--- src/rtl/definitions.sv ---
// Shared types and defaults for the fetch sequencer.
package definitions;

    typedef enum logic [1:0] {
        F_IDLE = 2'd0,
        F_RUN  = 2'd1,
        F_DONE = 2'd2
    } fetch_st;

    localparam int PC_W_DEF  = 10;
    localparam int CNT_W_DEF = 16;

endpackage

--- src/rtl/sat_counter.sv ---
// Saturating up-counter with synchronous clear; sticks at all-ones.
module sat_counter #(
    parameter int W = 16
) (
    input  logic         CLK,
    input  logic         RST,
    input  logic         clear,
    input  logic         inc,
    output logic [W-1:0] q
);

    logic [W-1:0] q_q, q_d;

    // Next count: clear has priority, increment stops at all-ones.
    always_comb begin
        q_d = q_q;
        if (clear)
            q_d = '0;
        else if (inc && !(&q_q))
            q_d = q_q + W'(1);
    end

    // Count register with synchronous reset.
    always_ff @(posedge CLK) begin
        if (RST) q_q <= '0;
        else     q_q <= q_d;
    end

    assign q = q_q;

endmodule

--- src/rtl/fetch_unit.sv ---
// PC / fetch sequencer: IDLE-RUN-DONE handshake, next-PC priority mux,
// and per-run cycle / PC-advance counters.
module fetch_unit
    import definitions::*;
#(
    parameter int PC_W  = PC_W_DEF,
    parameter int CNT_W = CNT_W_DEF
) (
    input  logic             CLK,
    input  logic             RST,
    input  logic             start,
    input  logic [PC_W-1:0]  start_addr,
    input  logic             Halt,
    input  logic             branch_en,
    input  logic             cond,
    input  logic             jump_en,
    input  logic [8:0]       Target,
    input  logic             program_done,
    output logic [PC_W-1:0]  PC,
    output logic             busy,
    output logic             done,
    output logic [CNT_W-1:0] cycle_cnt,
    output logic [CNT_W-1:0] adv_cnt
);

    fetch_st         state_q, state_d;
    logic [PC_W-1:0] pc_q, pc_d;
    logic            cnt_clr;
    logic            cyc_inc;
    logic            adv_inc;

    // Next state, next PC and counter strobes. The PC mux order is
    // done > jump > taken branch > sequential > hold.
    always_comb begin
        state_d = state_q;
        pc_d    = pc_q;
        cnt_clr = 1'b0;
        cyc_inc = 1'b0;
        adv_inc = 1'b0;
        unique case (state_q)
            F_IDLE, F_DONE: begin
                if (start) begin
                    state_d = F_RUN;
                    pc_d    = start_addr;
                    cnt_clr = 1'b1;
                end
            end
            F_RUN: begin
                cyc_inc = 1'b1;
                if (program_done) begin
                    state_d = F_DONE;
                end else if (jump_en) begin
                    pc_d    = PC_W'(Target);
                    adv_inc = 1'b1;
                end else if (branch_en && cond) begin
                    // Offset is two's complement; PC arithmetic wraps.
                    pc_d    = pc_q + PC_W'($signed(Target));
                    adv_inc = 1'b1;
                end else if (!Halt) begin
                    pc_d    = pc_q + PC_W'(1);
                    adv_inc = 1'b1;
                end
            end
            default: state_d = F_IDLE;
        endcase
    end

    // State and PC registers; reset beats a simultaneous start.
    always_ff @(posedge CLK) begin
        if (RST) begin
            state_q <= F_IDLE;
            pc_q    <= '0;
        end else begin
            state_q <= state_d;
            pc_q    <= pc_d;
        end
    end

    sat_counter #(.W(CNT_W)) u_cycle_cnt (
        .CLK   (CLK),
        .RST   (RST),
        .clear (cnt_clr),
        .inc   (cyc_inc),
        .q     (cycle_cnt)
    );

    sat_counter #(.W(CNT_W)) u_adv_cnt (
        .CLK   (CLK),
        .RST   (RST),
        .clear (cnt_clr),
        .inc   (adv_inc),
        .q     (adv_cnt)
    );

    assign PC   = pc_q;
    assign busy = (state_q == F_RUN);
    assign done = (state_q == F_DONE);

endmodule

--- config.mk ---
export PLATFORM = sky130hd
export DESIGN_NAME = fetch_unit
export DESIGN_NICKNAME = d
export VERILOG_FILES = /design/src/rtl/definitions.sv /design/src/rtl/sat_counter.sv /design/src/rtl/fetch_unit.sv
export SDC_FILE = /design/constraint.sdc
export NUM_CORES = 1
export LEC_CHECK = 0
export CORE_AREA = 5 5 62 106
export DETAILED_ROUTE_END_ITERATION = 6
export DIE_AREA = 0 0 67 111
export PLACE_DENSITY = 0.86
export REMOVE_ABC_BUFFERS = 1
export SLEW_MARGIN = 20
export SYNTH_ARGS = -nofsm -noshare
export SYNTH_HDL_FRONTEND = slang
export SYNTH_SLANG_ARGS = --single-unit
--- constraint.sdc ---
create_clock -name CLK -period 5.3 [get_ports CLK]
set_clock_uncertainty 0.2 [all_clocks]
set_input_delay 1.59 -clock CLK [delete_from_list [all_inputs] [get_ports CLK]]
set_output_delay 1.59 -clock CLK [all_outputs]
set_load 0.05 [all_outputs]
# Word level (Yosys, flattened, before mapping)
# Cells that the tools add are included.
# totals
regBits,44
latch_bits,0
ramBits,0
rom_bits,0
input_bits,27
out_inout_bits,44
word_cells,44
memories,0
# op_classes
add_sub_neg,4
mul,0
n_div,0
order_cmp,0
n_eq_ne,6
shift,0
mux,17
bitwise,0
n_reduce_logical,13
# op_table
operator,n
two-way mux 10 bit,5
"adder 16 x 1 -> 16 bit, second input constant",2
AND reduction 16 bit,2
case mux 10 bit (2 select lines),1
"adder 10 x 1 -> 10 bit, second input constant",1
adder 10 bit,1
two-way mux 1 bit,8
"!= test 2 bit, second input constant",3
two-way mux 2 bit,2
"!= test 4 x 3 -> 1 bit, second input constant",1
case mux 2 bit (2 select lines),1
AND reduction 4 bit,1
OR reduction 2 bit,2
logical AND 1 bit,3
"== test 2 x 1 -> 1 bit, second input constant",1
"== test 2 bit, second input constant",1
zero test 1 bit,2
zero test 2 bit,1
AND reduction 2 bit,1
nonzero test 2 bit,1

# Logic depth before layout (Yosys ltp)
# logic_depth
depth_word,6
depth_mapped,9

# By module
# A second synthesis with hierarchy kept.
# hier_totals
cells_unflattened,362
hier_area_um2,3029.2
# modules_own_cells
mod,n_inst,cells_each,area_each_um2
sat_counter,2,110,924.6
fetch_unit,1,142,1179.9

# Least setup slack after synthesis
# OpenSTA, ideal clock, no wires.
# synth_timing
kind,input -> register
from,input port branch_en
to,"register pc_q[8], in the netlist PC[8]"
setup_ps,91
arrival_time_ps,3935
required_ps,5009
slack_ps,1074
path_stages,9
n_path_buf,0
path_cell_list,nand2_1 or2_2 ha_1 fa_1 a211oi_1 o21bai_1 o311ai_0 mux2_2 a311oi_1
# synth_via
elab_chain_cells,5
# synth_rtl
element,line_no,source
from (decl),fetch_unit.sv:14,"input logic branch_en,"
logical AND 1 bit (*),fetch_unit.sv:55,end else if (branch_en && cond) begin
two-way mux 10 bit,fetch_unit.sv:55,
two-way mux 10 bit,fetch_unit.sv:52,end else if (jump_en) begin
two-way mux 10 bit,fetch_unit.sv:50,if (program_done) begin
case mux 10 bit (2 select lines),fetch_unit.sv:40,unique case (state_q)
to (signal assigned),fetch_unit.sv:75,pc_q <= pc_d;
to (decl),fetch_unit.sv:27,"logic [PC_W-1:0] pc_q, pc_d;"
# Mark *: on every way between the ends. The rest lies on a longest branch, timed or not. The select of a mux whose other input is x is not followed.
# A chain may end at the register's enable or synchronous reset.

# Worst setup path after layout
# Same ends and word-level chain as after synthesis.

==> qor.yml <==
grtUsageTotal_pct: 20.6
fin_crit_sh_pct: 88.5
synth_seq_cells: 44
drv_slew: 0
grt_max_degree: 33
vias: 2703
outcome: "completed"
fill_cells: 493
cp.required_ns: 5.31
antenna_cells: 0
dp.cells: 465
drive_above_1_share_pct: 6.30
drv_cap: 0
grt_pass1_vias: 2691
cp-start-kind: "primary input"
worst_pin_slew_ns: 0.580
die-area_mm2: 0.00744
leakagePower_uw: 0.00120
grt_pass1_wl_um: 12100
min_path_type: "flip-flop to flip-flop"
die_h_um: 111
mostFrequentLayoutCells: "clkdlybuf4s50_1, nor2_1, dfxtp_1"
wl_per_cell_um: 16.0
die_x_um: 67
syn_avg_cell_area_um2: 8.22
cp_max_fo: 9
r2r_start: "PC[0]$_SDFFE_PP0P_"
synthDistinctLibCells: 47
first_iter_violations: 120
h-tree-depth: 2
cts-root-buf: "clkbuf_8"
numCtsBuffers: 5
synth_flop_cell: "dfxtp_1"
start_util_pct: 48.5
cts-resized-gates: 0
yosysWarnings: 0
fmax_mhz: 213
rsz0062_at_grt: "no"
finalSetupTns_ns: 0
slowest_delay_ns: 0.58
firstDrtPassIters: 4
grt_overflow: 0
post_cts_buffers: 0
arrival_ns: 4.70
crit_chain: "clkdlybuf4s50_1 > nand2_1 > or2_2 > ha_1 > fa_1 > a211oi_1 > o21bai_1 > o311ai_0 > mux2_2 > a311oi_1"
slew_headroom_pct: 61.2
fin_area_mm2: 0.00355
slowest_stage: "clkdlybuf4s50_1"
critical_path_class: "primary input to flip-flop"
insertion_delay_ns: 0.30
final_nets: 435
drtAntennaViolNets: 0
design_power_total_uw: 721
r2r_end: "PC[8]$_SDFFE_PP0P_"
clock_sinks: 44
io_buffers: 70
ff2ff_path_depth: 7
wl_um: 7590
rows: 36
cts_tree: "done"
core_area_mm2: 0.00554
place_area_mm2: 0.00346
crit_path_end: "PC[8]$_SDFFE_PP0P_"
cts_hold_buf: 0
final_cell_count_no_fill: 473
synth-seq-area-share_pct: 32.8
viasPerCell: 5.71
async_flop_share_pct: 0
synth_edf_count: 0
peakVddDrop_uv: 125
hold_violations: 0
route.detailed.drc: 0
dp.final_hpwl_um: 5850
crit_start: "branch_en"
powerDensity_mw_per_mm2: 203
ios: 71
clock_path_buffers: 2
setup_viol: 0
synthCells: 327
reg2reg_slack_ns: 2.53
fin_crit_ns: 4.69
layout_commonest_cell: "clkdlybuf4s50_1"
gp_congestion: 0.917
syn2layout_area_growth_pct: 32.1
mappedNetlistArea_mm2: 0.00269
clk_pin_slew_ns: 0.09
antenna_found_initial: 0
crit_path_end_kind: "flip-flop"
==> power by group <==
part	leakage, µW	switching (µW)	internal (µW)
registers	0.000357	9.10	339
logic	0.000793	96.3	65.5
clock network	0.0000479	119	92.0
total	0.00120	224	497
==> metal layers <==
| metal | track usage [%] | vias to the layer above | share of wire [%] |
|---|---|---|---|
| li1 | - | 1336 | - |
| met1 | 20.6 | 1267 | 36 |
| met2 | 38.3 | 81 | 55 |
| met3 | 3.85 | 19 | 4.9 |
| met4 | 10.3 | 0 | 3.7 |
| met5 | 0 | - | 0 |
==> synth_stat cells (4+ instances only) <==
| cell | count | area [µm²] |
|---|---|---|
| a211oi_1 | 12 | 90.1 |
| a21oi_1 | 24 | 120 |
| and3_1 | 9 | 56.3 |
| clkbuf_1 | 11 | 41.3 |
| dfxtp_1 | 44 | 881 |
| ha_1 | 11 | 138 |
| inv_1 | 4 | 15.0 |
| mux2i_1 | 5 | 50.1 |
| nand2_1 | 32 | 120 |
| nand2b_1 | 4 | 25.0 |
| nand3_1 | 10 | 50.1 |
| nand4_1 | 10 | 62.6 |
| nor2_1 | 46 | 173 |
| nor3_1 | 6 | 30.0 |
| nor4_1 | 5 | 31.3 |
| o211ai_1 | 6 | 45.0 |
| o21ai_0 | 9 | 45.0 |
| or3_1 | 7 | 43.8 |
| xnor2_1 | 19 | 166 |
| xor2_1 | 9 | 78.8 |
==> worst min path at each step <==
| stage | end | startpoint | depth (start not counted) |
|---|---|---|---|
| floorplan | state_q[0]$_SDFFE_PP0P_ | state_q[1]$_SDFFE_PP0P_ | 2 |
| global placement | PC[4]$_SDFFE_PP0P_ | PC[4]$_SDFFE_PP0P_ | 2 |
| detailed placement | PC[4]$_SDFFE_PP0P_ | PC[4]$_SDFFE_PP0P_ | 2 |
| CTS | PC[4]$_SDFFE_PP0P_ | PC[4]$_SDFFE_PP0P_ | 2 |
| global route | PC[4]$_SDFFE_PP0P_ | PC[4]$_SDFFE_PP0P_ | 2 |
| finish | PC[4]$_SDFFE_PP0P_ | PC[4]$_SDFFE_PP0P_ | 2 |
==> critical path, delay by kind of cell <==
family	cells	cell delay, ns
AOI/OAI and AO/OA	4	1.09
muxes	1	0.38
buffers and inverters	1	0.58
and+or+nand+nor	2	0.40
adders and majority gates	2	0.67
==> logic make-up after synthesis <==
logic type	after synthesis	synth area share [%]
AOI/OAI and AO/OA	77	20.9
adders and majority gates	12	5.87
muxes	7	2.70
and+or+nand+nor	142	25.9
DFF	44	32.8
xor gates and xnor gates	28	9.13
buffers and inverters	17	2.70
==> area by class of cell <==
class / count / area, µm² / area share, %
Clock buffer: 5 / 68.8 / 1.94
Sequential cell: 44 / 881 / 24.8
Tap cell: 76 / 95.1 / 2.68
Multi-Input combinational cell: 266 / 1730 / 48.8
Clock inverter: 3 / 18.8 / 0.529
Inverter: 4 / 15.0 / 0.423
Timing Repair Buffer: 75 / 738 / 20.8
==> through the flow <==
stage / worst slack (ns) / hold slack, ns / util (%)
floorplan: 1.07 / 0.394 / -
global placement: 0.428 / 0.258 / 62.5
detailed placement: 0.329 / 0.269 / 62.5
CTS: 0.640 / 0.280 / 64.1
global route: 0.392 / 0.319 / 64.1
finish: 0.609 / 0.281 / 64.1
==> sequential cells by signal (all words and copies together), names as in the netlist <==
register / cells
PC: 10
state_q: 2
u_adv_cnt.q: 16
u_cycle_cnt.q: 16
No activity file was read; power rests on OpenSTA's default activity.
